### src/rtl/fetch_pkg.sv
// Shared types and constants for the instruction-fetch front end.
package fetch_pkg;

  localparam logic [31:0] RESET_PC_DEFAULT = 32'hBFC00000;

  typedef enum logic [0:0] {
    FETCH,
    MISS
  } fetch_state_t;

  typedef struct packed {
    logic [31:0] pc;
    logic [31:0] instr;
  } fetch_entry_t;

endpackage

### src/rtl/fetch_queue.sv
// Circular instruction queue: FETCH_WIDTH-wide write port, single read port,
// synchronous flush.
module fetch_queue
  import fetch_pkg::*;
#(
  parameter int unsigned QDEPTH      = 8,
  parameter int unsigned FETCH_WIDTH = 1,
  localparam int unsigned PW         = $clog2(QDEPTH),
  localparam int unsigned CW         = $clog2(QDEPTH + 1)
) (
  input  logic                       CLK,
  input  logic                       RESET,
  input  logic                       flush,
  input  logic                       wr_en,
  input  logic [31:0]                wr_pc,
  input  logic [32*FETCH_WIDTH-1:0]  wr_instr,
  input  logic                       rd_en,
  output fetch_entry_t               rd_entry,
  output logic [CW-1:0]              count
);

  fetch_entry_t  mem_q [QDEPTH];
  logic [PW-1:0] rd_ptr_q;
  logic [PW-1:0] wr_ptr_q;
  logic [CW-1:0] count_q;

  always_ff @(posedge CLK or posedge RESET) begin
    if (RESET) begin
      for (int i = 0; i < int'(QDEPTH); i++) begin
        mem_q[i] <= '0;
      end
      rd_ptr_q <= '0;
      wr_ptr_q <= '0;
      count_q  <= '0;
    end else if (flush) begin
      // Storage is left intact; only the bookkeeping is cleared.
      rd_ptr_q <= '0;
      wr_ptr_q <= '0;
      count_q  <= '0;
    end else begin
      if (wr_en) begin
        for (int i = 0; i < int'(FETCH_WIDTH); i++) begin
          mem_q[wr_ptr_q + PW'(i)] <= '{pc: wr_pc + 32'(4 * i), instr: wr_instr[32*i +: 32]};
        end
        wr_ptr_q <= wr_ptr_q + PW'(FETCH_WIDTH);
      end
      if (rd_en) begin
        rd_ptr_q <= rd_ptr_q + PW'(1);
      end
      count_q <= count_q + (wr_en ? CW'(FETCH_WIDTH) : CW'(0)) - (rd_en ? CW'(1) : CW'(0));
    end
  end

  assign rd_entry = mem_q[rd_ptr_q];
  assign count    = count_q;

endmodule

### src/rtl/if_fetch_queue.sv
// Instruction-fetch front end: fetch PC, FETCH/MISS control and issue logic
// feeding a decoupling instruction queue consumed by ID.
module if_fetch_queue
  import fetch_pkg::*;
#(
  parameter int unsigned FETCH_WIDTH = 1,
  parameter int unsigned QDEPTH      = 8,
  parameter logic [31:0] RESET_PC    = RESET_PC_DEFAULT
) (
  input  logic                             CLK,
  input  logic                             RESET,
  output logic                             IM_Req,
  output logic [31:0]                      IM_Addr,
  input  logic [32*FETCH_WIDTH-1:0]        IM_Instr,
  input  logic                             IM_Valid,
  input  logic                             Hold,
  input  logic                             Redirect,
  input  logic [31:0]                      Redirect_PC,
  output logic                             Out_Valid,
  output logic [31:0]                      Out_Instr,
  output logic [31:0]                      Out_PC,
  output logic [31:0]                      Out_PC_Plus4,
  input  logic                             Deq_Ready,
  output logic [$clog2(QDEPTH+1)-1:0]      Q_Count
);

  fetch_state_t state_q, state_d;
  logic [31:0]  fetch_pc_q, fetch_pc_d;
  logic         space_ok;
  logic         hit;
  logic         deq;
  fetch_entry_t head;

  // Registered count only; a same-cycle dequeue does not free a slot for issue.
  assign space_ok = (QDEPTH - 32'(Q_Count)) >= FETCH_WIDTH;

  always_comb begin
    state_d    = state_q;
    fetch_pc_d = fetch_pc_q;
    IM_Req     = 1'b0;
    unique case (state_q)
      FETCH: IM_Req = !Hold && !Redirect && space_ok;
      MISS:  IM_Req = !Redirect;
    endcase
    if (RESET) begin
      IM_Req = 1'b0;
    end
    hit = IM_Req && IM_Valid;
    if (hit) begin
      fetch_pc_d = fetch_pc_q + 32'(4 * FETCH_WIDTH);
      state_d    = FETCH;
    end else if (IM_Req) begin
      state_d    = MISS;
    end
    if (Redirect) begin
      fetch_pc_d = Redirect_PC;
      state_d    = FETCH;
    end
  end

  always_ff @(posedge CLK or posedge RESET) begin
    if (RESET) begin
      state_q    <= FETCH;
      fetch_pc_q <= RESET_PC;
    end else begin
      state_q    <= state_d;
      fetch_pc_q <= fetch_pc_d;
    end
  end

  assign IM_Addr   = fetch_pc_q;
  assign Out_Valid = (Q_Count != '0) && !Redirect;
  assign deq       = Out_Valid && Deq_Ready;

  fetch_queue #(
    .QDEPTH      (QDEPTH),
    .FETCH_WIDTH (FETCH_WIDTH)
  ) u_queue (
    .CLK      (CLK),
    .RESET    (RESET),
    .flush    (Redirect),
    .wr_en    (hit),
    .wr_pc    (fetch_pc_q),
    .wr_instr (IM_Instr),
    .rd_en    (deq),
    .rd_entry (head),
    .count    (Q_Count)
  );

  assign Out_Instr    = head.instr;
  assign Out_PC       = head.pc;
  assign Out_PC_Plus4 = head.pc + 32'd4;

endmodule

### config.mk
export PLATFORM = sky130hd
export DESIGN_NAME = if_fetch_queue
export DESIGN_NICKNAME = d
export VERILOG_FILES = /design/src/rtl/fetch_pkg.sv /design/src/rtl/fetch_queue.sv /design/src/rtl/if_fetch_queue.sv
export SDC_FILE = /design/constraint.sdc
export NUM_CORES = 1
export LEC_CHECK = 0
export BUFFER_PORTS_ARGS = -buffer_cell sky130_fd_sc_hd__buf_2
export CAP_MARGIN = 20
export CORE_ASPECT_RATIO = 1.25
export CORE_UTILIZATION = 55
export CTS_CLUSTER_DIAMETER = 150
export DETAILED_ROUTE_END_ITERATION = 12
export GPL_TIMING_DRIVEN = 0
export PLACE_DENSITY = 0.86
export SLEW_MARGIN = 20
export SYNTH_ARGS = -nofsm -noshare
export SYNTH_HDL_FRONTEND = slang
export SYNTH_SLANG_ARGS = --single-unit
### constraint.sdc
create_clock -name CLK -period 28.3 [get_ports CLK]
set_input_delay 2.83 -clock CLK [delete_from_list [all_inputs] [get_ports CLK]]
set_output_delay 2.83 -clock CLK [all_outputs]
set_load 0.005 [all_outputs]
Word-level counts from Yosys, hierarchy flattened
Cells that the tools add are included.

Register bits: 555. Output and inout bits: 134. Logic and storage cells: 69. Input bits: 70.

Multiplexer cells: 20. Reduce and logical (&&, ||, !) cells: 13. Magnitude comparators: 4. Bitwise operators: 4. $add $sub $neg: 7.

Operator list (number): bitwise mux 512 bit (1); binary-select mux 64 bit (select 3 bit) (1); demux 64 bit (select 3 bit) (1); 2-to-1 mux 64 bit (3); adder 32 x 3 -> 32 bit, second input constant (2); 2-to-1 mux 32 bit (2); greater-or-equal comparator 32 x 1 -> 1 bit, second input constant (1); 2-to-1 mux 3 bit (4); greater-or-equal comparator 4 bit, second input constant (2); NOT 3 -> 4 bit (2); adder 3 x 1 -> 3 bit, second input constant (2); logical AND 1 bit (6); 2-to-1 mux 1 bit (6); subtractor 4 x 4 -> 5 bit, first input constant (1); adder 4 bit (1); less-than comparator 4 x 1 -> 1 bit, second input constant (1); 2-to-1 mux 4 bit (1); nonzero test 2 bit (2); nonzero test 4 bit (1); subtractor 4 bit (1); nonzero test 3 bit (1); logical NOT 1 bit (2); NOT 1 bit (2); one-hot mux 1 bit (2 select lines) (1); AND reduction 2 bit (1).

Logic depth before layout (Yosys ltp)
Depth after elaboration: 10. Depth in mapped cells: 14. Depth with buffers taken out: 12.

Modules after synthesis
A second synthesis with hierarchy kept.

Cells, all modules: 1671. Area total of the unflattened synthesis: 25992.4 sq um.

Modules (own cells, without submodules): fetch_queue (instances 1, area an instance 23492.5 sq um, cells an instance 1366); if_fetch_queue (instances 1, area an instance 2499.9 sq um, cells an instance 305).

Worst setup path after synthesis
No wires, ideal clock.

Path type: input to register. From: input RESET. To: register fetch_pc_q[12] (netlist: IM_Addr[12]). Required time: 28.174 ns. Arrival time: 17.005 ns. Slack: 11.169 ns. Cell stages on the path: 5. Setup time: 0.126 ns. Cells stage by stage: inv_1 a31oi_1 clkbuf_1 o21bai_1 a221o_1.

Word-level cells in the longest chain between the ends: 3.

RTL lines: start: declaration (RTL line if_fetch_queue.sv:11) `input logic RESET,`; 2-to-1 mux 1 bit (RTL line if_fetch_queue.sv:45) `if (RESET) begin`; logical AND 1 bit (RTL line if_fetch_queue.sv:48) `hit = IM_Req && IM_Valid;`; nonzero test 2 bit (no line); end signal: assignment (RTL line if_fetch_queue.sv:67) `fetch_pc_q <= fetch_pc_d;`; end: declaration (RTL line if_fetch_queue.sv:28) `logic [31:0] fetch_pc_q, fetch_pc_d;`.

Every way passes these cells. A chain may end at the register's enable or synchronous reset.

Worst setup path in the final report
From: register u_queue.rd_ptr_q[1]. To: output Out_PC_Plus4[1].

Word-level cells in the longest chain between the ends: 5.

RTL lines: start: declaration (RTL line fetch_queue.sv:23) `logic [PW-1:0] rd_ptr_q;`; start signal: assignment (RTL line fetch_queue.sv:48) `rd_ptr_q <= rd_ptr_q + PW'(1);`; NOT 3 -> 4 bit (not written as such) (RTL line fetch_queue.sv:54) `assign rd_entry = mem_q[rd_ptr_q];`; binary-select mux 64 bit (select 3 bit) (RTL line fetch_queue.sv:54); 2-to-1 mux 64 bit (not written as such) (2 in a row) (RTL line fetch_queue.sv:54); adder 32 x 3 -> 32 bit (RTL line if_fetch_queue.sv:92) `assign Out_PC_Plus4 = head.pc + 32'd4;`; end: declaration (RTL line if_fetch_queue.sv:22) `output logic [31:0] Out_PC_Plus4,`.

Every way passes these cells. The select of a mux whose other input is x is not followed.

==> flow_summary.toml <==
[logic_synthesis]
syn_area_um2 = 26200
synth_mux_area_share_pct = 35.8
synth_flop_cell = "dfrtp_1"
synth_edf_count = 0
synth-compound-area-share_pct = 2.01
synthTopCellsByCount = "546 x dfrtp_1, 539 x mux2_2, 122 x mux4_2"
synth_top_family_by_area = "multiplexers"
synthXorXnorAreaFrac_pct = 1.10
synthCells = 1731
synthTopCellsByArea = "dfrtp_1 52%, mux2_2 23%, mux4_2 10%, buf_2 1.2%, dfstp_2 0.90%"
synthAdderAreaFrac_pct = 0.601
synth_top_area_share_pct = 52.1
postSynthAreaPerCell_um2 = 15.2
yosysMostFrequentCell = "dfrtp_1"
synth_simple_gate_area_share_pct = 4.02
yosysSeqAreaShare_pct = 53.0
ys_async_sr_fraction_pct = 100
synth_top_area_cell = "dfrtp_1"
ys_types = 66
yosysWarnings = 0
ys_ff_latch = 555
syn_nets = 1813

[global_route]
grt_max_degree = 116
grt_overflow = 0
top_usage_layer = "met2"
grtUsageMet1_pct = 35.1
gr-usage-met2_pct = 46.1
grt_pass1_wl_um = 102000
met3_usage_pct = 4.19
grt_usage_pct = 27.7
grt_pass1_vias = 17800
antenna_found_initial = 1

[clock_network]
cts_tree = "built"
post_cts_resized = 0
cts_max_level = 2
cts-hold-fix-buffers = 0
clk_pin_slew_ps = 60
cts-root-buf = "clkbuf_16"
post_cts_buffers = 0
clk_path_buf_depth = 3
clock_sinks = 555
clk_latency_ps = 590
cts-buffers-inserted = 51

[setup_path]
cp.required_ps = 25470
cp-start-kind = "flip-flop"
path_max_fanout = 10
worst-setup-path-type = "flip-flop to output port"
worstSetupEndpointType = "output port"
critPathArrivalTime_ps = 4170

[timing]
post-route-period-util_pct = 24.7
hold_violations = 0
fmax_mhz = 143
drv_slew = 0
slew_headroom_pct = 23.2
worstMarginPinSlew_ps = 1150
rsz0062_at_grt = "false"
finalSetupViolations = 0
period_minus_slack_ps = 7000
fin_skew_ps = 22.8
tns_ps = 0

[routing]
drt_iter0_drc = 1165
drcViolationCount = 0
num_vias = 16700
postRouteAntennaNets = 0
wl_um = 65800
drt-wirelength-per-cell_um = 24.6
dr.pass1.iters = 7
routed_via_density = 6.24

[layout]
drive_above_1_share_pct = 52.9
finalNetCount = 2075
syn2layout_area_growth_pct = 14.2
num-fill-cells = 3189
final_cell_area_um2 = 30000

[floorplanning]
num_io_pins = 204
die_h_um = 246
die_area_um2 = 48600
row_count = 89
coreArea_um2 = 47100
dieWidth_um = 197
initial_core_util_pct = 55.7

[outcome]
status = "finished clean"

[placement]
placed_cell_area_um2 = 28200
hpwl_um = 44500
port_buffers = 203
gp_congestion = 0.839

[power_and_ir_drop]
irDropWorstVdd_uv = 58.4
powerDensity_nw_per_um2 = 75.3
p_leak_nw = 14.4

[min_path]
hold_class = "flip-flop to flip-flop"

[job]
maxCapViolations = 0
-- cells by family after synthesis --
group | count (synthesis)
AO/OA/AOI/OAI | 74
XOR/XNOR | 33
adder cells (fa/ha/maj) | 12
buffers and inverters | 176
flip-flops | 555
multiplexers | 709
AND/OR/NAND/NOR | 172
-- final timing paths --
kind	start	endpoint	slack, ps	depth (start not counted)
min in group asynchronous	RESET	state_q	2280	2
worst min-delay path	u_queue.mem_q[298]	u_queue.mem_q[298]	490	1
worst max-delay path	u_queue.rd_ptr_q[1]	Out_PC_Plus4[1]	21300	11
worst min register to register	u_queue.mem_q[298]	u_queue.mem_q[298]	490	1
worst max register to register	u_queue.count[1]	u_queue.count[3]	24140	14
max in group asynchronous	RESET	u_queue.mem_q[78]	24240	5
-- worst max-delay path, cell delays in order, from the launching register on --
cell and delay [ps]:
dfrtp_1 440, buf_4 250, buf_4 230, buf_4 240
buf_2 340, buf_4 320, buf_2 330, buf_2 410
mux4_2 380, mux2_2 330, buf_4 170, buf_2 120
-- routing by layer --
layer | vias to the layer above | part of all wire [%]
li1 | 6953 | -
met1 | 8800 | 39
met2 | 711 | 50
met3 | 198 | 5.9
met4 | 0 | 5.1
met5 | - | 0
-- cells in the final DEF (no fill, tap or decap), types with 9 or more instances in the layout --
master,instances
xor2_1,15
mux4_2,122
clkbuf_16,53
or4_1,9
mux2_1,20
ha_1,11
buf_4,17
clkbuf_1,57
buf_2,267
dfstp_2,9
nor2_1,29
a21oi_1,10
o21ai_0,15
clkbuf_8,13
mux2_2,539
nand3_1,17
a31oi_1,9
or3_1,9
nor3_1,9
mux2i_1,21
nand2_1,39
dfrtp_1,546
inv_1,35
nand4_1,12
xnor2_1,18
-- cell type report --
cell class	count	area [µm²]	area share (%)
sequential	555	13900	46.4
multi-input combinational	1000	11400	38.1
clock buffer	81	1560	5.21
timing repair buffer	209	1180	3.94
tap	637	797	2.66
buffer	137	762	2.54
clock inverter	12	178	0.593
inverter	39	154	0.514
antenna	1	2.50	0.00835
-- sequential cells by signal, summed over array words and instances (netlist names) --
| register | flops |
|---|---|
| u_queue.rd_ptr_q | 3 |
| IM_Addr | 32 |
| u_queue.count | 4 |
| state_q | 1 |
| u_queue.wr_ptr_q | 3 |
| u_queue.mem_q | 512 |
-- metrics by stage --
step                utilization (%)  power [mW]  worst slack, ps  cells  hold slack (ps)
CTS                            63.6        2.26            21300   2670              488
floorplan                         -        1.33             9950   1731              453
global placement               59.5        1.53             4980   2571              462
global route                   63.6        2.35            21200   2671              511
finish                         63.6        2.26            21300   2671              487
detailed placement             59.9        1.55            21650   2577              474
-- report_power, final --
| group | total [mW] | switching (mW) | leakage [nW] | internal, mW |
|---|---|---|---|---|
| clock network | 0.715 | 0.300 | 0.854 | 0.415 |
| logic | 0.625 | 0.308 | 6.01 | 0.316 |
| registers | 0.917 | 0.0467 | 7.51 | 0.870 |
| total | 2.26 | 0.655 | 14.4 | 1.60 |
Power figures use the tool's default switching activity.
